[src/rtl/i2s_adc_capture.sv]
// i2s_adc_capture
//   Recovers 16-bit stereo PCM from the WM8731 ADC I2S stream. BCLK, ADCLRCK
//   and ADCDAT are oversampled in iCLK_50; a frame is published only when both
//   slots carried at least WS bits, and oL/oR update together with oValid.
// Ports
//   iCLK_50       system clock, sole clock of the block
//   iRST_N        synchronous active-low reset
//   iAUD_BCLK     codec bit clock (async)
//   iAUD_ADCLRCK  codec word clock (async), 0 = left slot, 1 = right slot
//   iAUD_ADCDAT   codec serial data (async), MSB first
//   oL, oR        last complete left/right sample, two's complement
//   oValid        one-cycle pulse when oL/oR were updated
//   oLocked       high while valid frames are being received
//   oErrCnt       saturating count of discarded frames
module i2s_adc_capture #(
  parameter int WS      = 16,
  parameter int SYNC    = 2,
  parameter int TIMEOUT = 1024
) (
  input  logic          iCLK_50,
  input  logic          iRST_N,
  input  logic          iAUD_BCLK,
  input  logic          iAUD_ADCLRCK,
  input  logic          iAUD_ADCDAT,
  output logic [WS-1:0] oL,
  output logic [WS-1:0] oR,
  output logic          oValid,
  output logic          oLocked,
  output logic [7:0]    oErrCnt
);

  typedef enum logic [1:0] {S_IDLE, S_LEFT, S_RIGHT} state_t;

  localparam int             WDW       = $clog2(TIMEOUT + 1);
  localparam logic [5:0]     C_WS      = 6'(WS);
  localparam logic [WDW-1:0] C_WD_LAST = WDW'(TIMEOUT - 1);
  localparam logic [WDW-1:0] C_WD_MAX  = WDW'(TIMEOUT);

  logic [SYNC-1:0] r_bclk_sync, r_lrck_sync, r_dat_sync;
  logic            r_bclk_prev, r_lrck_last, r_left_ok;
  logic [5:0]      r_cnt;
  logic [WS-1:0]   r_sh_l, r_sh_r, r_hold_l;
  logic [WDW-1:0]  r_wd;
  state_t          r_state, w_state_next;

  logic          w_bclk, w_lrck, w_dat;
  logic          w_bit, w_bnd, w_take, w_slot_full, w_to;
  logic          w_latch_l, w_frame_end, w_good, w_bad;
  logic [WS-1:0] w_sh_l_next, w_sh_r_next;

  // All three inputs share one synchroniser depth so LRCK/DAT line up with BCLK.
  always_ff @(posedge iCLK_50) begin
    if (!iRST_N) begin
      r_bclk_sync <= '0;
      r_lrck_sync <= '0;
      r_dat_sync  <= '0;
    end else begin
      r_bclk_sync <= {r_bclk_sync[SYNC-2:0], iAUD_BCLK};
      r_lrck_sync <= {r_lrck_sync[SYNC-2:0], iAUD_ADCLRCK};
      r_dat_sync  <= {r_dat_sync[SYNC-2:0], iAUD_ADCDAT};
    end
  end

  assign w_bclk = r_bclk_sync[SYNC-1];
  assign w_lrck = r_lrck_sync[SYNC-1];
  assign w_dat  = r_dat_sync[SYNC-1];

  assign w_bit       = w_bclk & ~r_bclk_prev;
  assign w_bnd       = w_bit & (w_lrck != r_lrck_last);
  assign w_slot_full = (r_cnt >= C_WS);
  assign w_to        = !w_bit && (r_wd == C_WD_LAST);

  // One-bit delay: the bit sampled at an event belongs to the slot of the
  // previous event, indexed by the count before this event. So the boundary
  // bit is the ending slot's last bit and never enters the new slot.
  assign w_take = w_bit && (r_cnt != '0) && (r_cnt <= C_WS);

  always_comb begin
    w_sh_l_next = r_sh_l;
    w_sh_r_next = r_sh_r;
    if (w_take) begin
      if (r_lrck_last) w_sh_r_next = {r_sh_r[WS-2:0], w_dat};
      else             w_sh_l_next = {r_sh_l[WS-2:0], w_dat};
    end
  end

  // FSM: state register
  always_ff @(posedge iCLK_50) begin
    if (!iRST_N) r_state <= S_IDLE;
    else         r_state <= w_state_next;
  end

  // FSM: next state
  always_comb begin
    w_state_next = r_state;
    if (w_to) begin
      w_state_next = S_IDLE;
    end else if (w_bnd) begin
      case (r_state)
        S_IDLE:  if (!w_lrck) w_state_next = S_LEFT;
        S_LEFT:  if (w_lrck)  w_state_next = S_RIGHT;
        S_RIGHT: if (!w_lrck) w_state_next = S_LEFT;
        default: w_state_next = S_IDLE;
      endcase
    end
  end

  // FSM: outputs
  always_comb begin
    w_latch_l   = 1'b0;
    w_frame_end = 1'b0;
    case (r_state)
      S_LEFT:  w_latch_l   = w_bnd && w_lrck;
      S_RIGHT: w_frame_end = w_bnd && !w_lrck;
      default: ;
    endcase
    w_good = w_frame_end && w_slot_full && r_left_ok;
    w_bad  = w_frame_end && !(w_slot_full && r_left_ok);
  end

  always_ff @(posedge iCLK_50) begin
    if (!iRST_N) begin
      r_bclk_prev <= 1'b0;
      r_lrck_last <= 1'b0;
      r_cnt       <= '0;
      r_sh_l      <= '0;
      r_sh_r      <= '0;
      r_hold_l    <= '0;
      r_left_ok   <= 1'b0;
      r_wd        <= '0;
      oL          <= '0;
      oR          <= '0;
      oValid      <= 1'b0;
      oLocked     <= 1'b0;
      oErrCnt     <= '0;
    end else begin
      r_bclk_prev <= w_bclk;
      r_sh_l      <= w_sh_l_next;
      r_sh_r      <= w_sh_r_next;
      if (w_bit) begin
        r_lrck_last <= w_lrck;
        if (w_bnd)               r_cnt <= 6'd1;
        else if (r_cnt != '1)    r_cnt <= r_cnt + 6'd1;
        r_wd <= '0;
      end else if (r_wd != C_WD_MAX) begin
        r_wd <= r_wd + 1'b1;
      end
      if (w_latch_l) begin
        r_hold_l  <= w_sh_l_next;
        r_left_ok <= w_slot_full;
      end
      oValid <= w_good;
      if (w_good) begin
        oL      <= r_hold_l;
        oR      <= w_sh_r_next;
        oLocked <= 1'b1;
      end
      if (w_bad && (oErrCnt != 8'hFF)) oErrCnt <= oErrCnt + 8'd1;
      if (w_to) oLocked <= 1'b0;
    end
  end

endmodule
[config.mk]
export PLATFORM = sky130hd
export DESIGN_NAME = i2s_adc_capture
export DESIGN_NICKNAME = d
export VERILOG_FILES = /design/src/rtl/i2s_adc_capture.sv
export SDC_FILE = /design/constraint.sdc
export NUM_CORES = 1
export LEC_CHECK = 0
export ABC_AREA = 1
export CAP_MARGIN = 20
export CORE_MARGIN = 10
export CORE_UTILIZATION = 54
export CTS_BUF_LIST = sky130_fd_sc_hd__clkbuf_8
export DETAILED_ROUTE_END_ITERATION = 16
export PLACE_DENSITY_LB_ADDON = 0.2
export SLEW_MARGIN = 20
export SYNTH_ARGS = -nofsm -noshare
export SYNTH_HDL_FRONTEND = slang
export SYNTH_SLANG_ARGS = --single-unit
[constraint.sdc]
create_clock -name iCLK_50 -period 1.57 [get_ports iCLK_50]
set_clock_uncertainty 0.05 [all_clocks]
set_input_delay 0.157 -clock iCLK_50 [delete_from_list [all_inputs] [get_ports iCLK_50]]
set_output_delay 0.157 -clock iCLK_50 [all_outputs]
set_load 0.01 [all_outputs]
==> flow_metrics.env <==
export IMPL_status="complete, no violations"
export IMPL_critical_path_top_delay_family="buffers and inverters"
export IMPL_io_pins=47
export IMPL_h_tree_depth=4
export IMPL_design_area_um2=6870
export IMPL_crit_chain="clkdlybuf4s50_1"
export IMPL_r2r_end="oR[14]$_SDFFE_PN0P_"
export IMPL_nNetsFinal=844
export IMPL_syn2layout_area_growth_pct=24.9
export IMPL_slowest_stage="clkdlybuf4s50_1"
export IMPL_met2_usage=0.301
export IMPL_worstPathArrival_ns=1.32
export IMPL_grt_pass1_wl_um=22300
export IMPL_cts_sinks=118
export IMPL_vias=5222
export IMPL_synth_cells=780
export IMPL_routed_wl_um=13600
export IMPL_first_global_vias=4870
export IMPL_avgSynthCellArea_um2=7.05
export IMPL_grt_max_degree=33
export IMPL_remaining_drc_errors=0
export IMPL_worstSetupStartpoint="oR[2]$_SDFFE_PN0P_"
export IMPL_drv_slew=0
export IMPL_r2r_slack_ns=0.08
export IMPL_synth_cell_types=31
export IMPL_cp_end_kind="primary output"
export IMPL_root_buffer="clkbuf_8"
export IMPL_crit_end="oR[2]"
export IMPL_die_w_um=121
export IMPL_dpl_cell_area_um2=6140
export IMPL_grt_busiest_layer="met2"
export IMPL_mostFrequentLayoutCell="nand2_1"
export IMPL_powerDensity_nw_per_um2=983
export IMPL_critPathKind="flop to primary output"
export IMPL_numCtsBuffers=17
export IMPL_dp_hpwl_um=8440
export IMPL_cp_num_buf_inv=1
export IMPL_clkTransAtPathRegs_ns=0.07
export IMPL_tightest_slew_ns=0.358
export IMPL_place_ws_ns=0.000801
export IMPL_hold_viol=0
export IMPL_synth_seq_cells=118
export IMPL_placed_cells=945
export IMPL_syn_area_um2=5500
export IMPL_chipHeight_um=121
export IMPL_rows=36
export IMPL_finalNonFillerCells=980
export IMPL_clk_latency_ns=0.44
export IMPL_mostFrequentLayoutCells="nand2_1, dfxtp_1, inv_1, a21oi_1, nand3_1"
export IMPL_ys_warn_count=0
export IMPL_start_kind="flop"
export IMPL_r2r_cells=10
export IMPL_wl_per_cell_um=13.8
export IMPL_portBuffers=46
export IMPL_required_ns=1.36
export IMPL_fp_coreArea_um2=9860
export IMPL_vdd_drop_max_mv=0.558
export IMPL_final_util=0.696
export IMPL_grt_usage=0.182
export IMPL_syn_num_nets=790
export IMPL_via_per_inst=5.33
export IMPL_finalSetupViolations=0
export IMPL_drv_cap=0
export IMPL_antenna_found_initial=0
export IMPL_drt_iter0_drc=402
export IMPL_met1_usage=0.217
export IMPL_r2r_start="r_cnt[1]$_SDFFE_PN0P_"
export IMPL_drt_pass1_iterations=5
export IMPL_p_leak_nw=3.14
export IMPL_initial_core_util=0.557
export IMPL_period_share=0.970
export IMPL_min_path_type="input port to flop"
export IMPL_cp_depth=1
export IMPL_grt_use_met3=0.0624
export IMPL_power_mw=6.75
export IMPL_gp_congestion=0.817
export IMPL_cts_tree="built"
export IMPL_path_max_fanout=2
export IMPL_drive_gt1_frac=0.157
export IMPL_setup_slack_ns=0.0476
export IMPL_cpPeakStageDelay_ns=0.54
export IMPL_timing_setup_tns_ns=0
export IMPL_clk_path_buf_depth=2
export IMPL_diodes=0
export IMPL_final_antenna_net_count=0
export IMPL_die_area_um2=14600
export IMPL_fin_hold_ws_ns=0.196
export IMPL_cts_hold_fix_buffers=0
export IMPL_max_freq_ghz=0.657
export IMPL_period_needed_ns=1.52
export IMPL_relSlewSlack=0.759
export IMPL_synth_yosys_seq_area_share=0.430
export IMPL_gr_total_overflow=0
## power by group
part	switching [mW]	internal [mW]	total [mW]
combinational	0.173	0.0885	0.261
sequential	0.0169	3.01	3.03
clock	1.21	2.25	3.46
total	1.40	5.35	6.75
## synth_stat cells, drive strengths merged
cell / instances / area share
ha: 5 / 0.011
nand3b: 3 / 0.0041
buf: 28 / 0.034
nand2: 233 / 0.16
dfxtp: 118 / 0.43
nor4: 3 / 0.0034
nand3: 48 / 0.045
nor3: 7 / 0.0084
or2: 1 / 0.0011
clkinv: 1 / 0.00068
xor2: 7 / 0.011
nand4: 35 / 0.040
o21ai: 27 / 0.025
inv: 104 / 0.072
nor2: 52 / 0.043
a21oi: 98 / 0.10
clkbuf: 10 / 0.0068
## routing by layer
layer / share of wire / wire (um)
met5: 0 / 0
met4: 0.014 / 187
met3: 0.080 / 1090
met2: 0.48 / 6500
met1: 0.43 / 5790
## worst min-delay path by stage
stage                              startpoint  cells after the start  slack (ns)                   endpoint
floorplan                           iAUD_BCLK                      2        0.20  r_bclk_sync[0]$_SDFF_PN0_
global placement    r_bclk_sync[0]$_SDFF_PN0_                      2        0.35  r_bclk_sync[1]$_SDFF_PN0_
detailed placement  r_bclk_sync[0]$_SDFF_PN0_                      2        0.35  r_bclk_sync[1]$_SDFF_PN0_
CTS                              iAUD_ADCLRCK                      3        0.18  r_lrck_sync[0]$_SDFF_PN0_
global route                        iAUD_BCLK                      3        0.20  r_bclk_sync[0]$_SDFF_PN0_
finish                           iAUD_ADCLRCK                      3        0.20  r_lrck_sync[0]$_SDFF_PN0_
## cell type report
type | count | area [um2]
fillers | 776 | 3000
repair buffers | 73 | 773
clock buffers | 22 | 303
flip-flops and latches | 118 | 2370
clock inverters | 10 | 198
inverters | 105 | 402
multi-input cells | 519 | 2650
well taps | 133 | 166
## what timing repair did
| item | CTS | global route |
|---|---|---|
| setup endpoints to repair | 23 | 94 |
| buffers inserted | 0 | 0 |
| gates cloned | 0 | 3 |
| resized for setup | 20 | 54 |
| pin swaps | 0 | 5 |
## state kept, by name (all words and copies together), names as in the netlist
register / flops
oErrCnt: 8
oL: 16
oLocked: 1
oR: 16
oValid: 1
r_bclk_prev: 1
r_bclk_sync: 2
r_cnt: 6
r_dat_sync: 2
r_hold_l: 16
r_left_ok: 1
r_lrck_last: 1
r_lrck_sync: 2
r_sh_l: 16
r_sh_r: 16
r_state: 2
r_wd: 11
## logic make-up (layout without fill, tap and decap cells)
| kind of cell | after synthesis | after routing | synth area share |
|---|---|---|---|
| adders and majority gates | 5 | 5 | 0.0114 |
| buffers and inverters | 143 | 210 | 0.114 |
| and+or+nand+nor | 382 | 382 | 0.309 |
| xor gates and xnor gates | 7 | 7 | 0.0111 |
| AOI/OAI and AO/OA | 125 | 125 | 0.125 |
| DFF | 118 | 118 | 0.430 |
(Power assumes the default switching activity.)
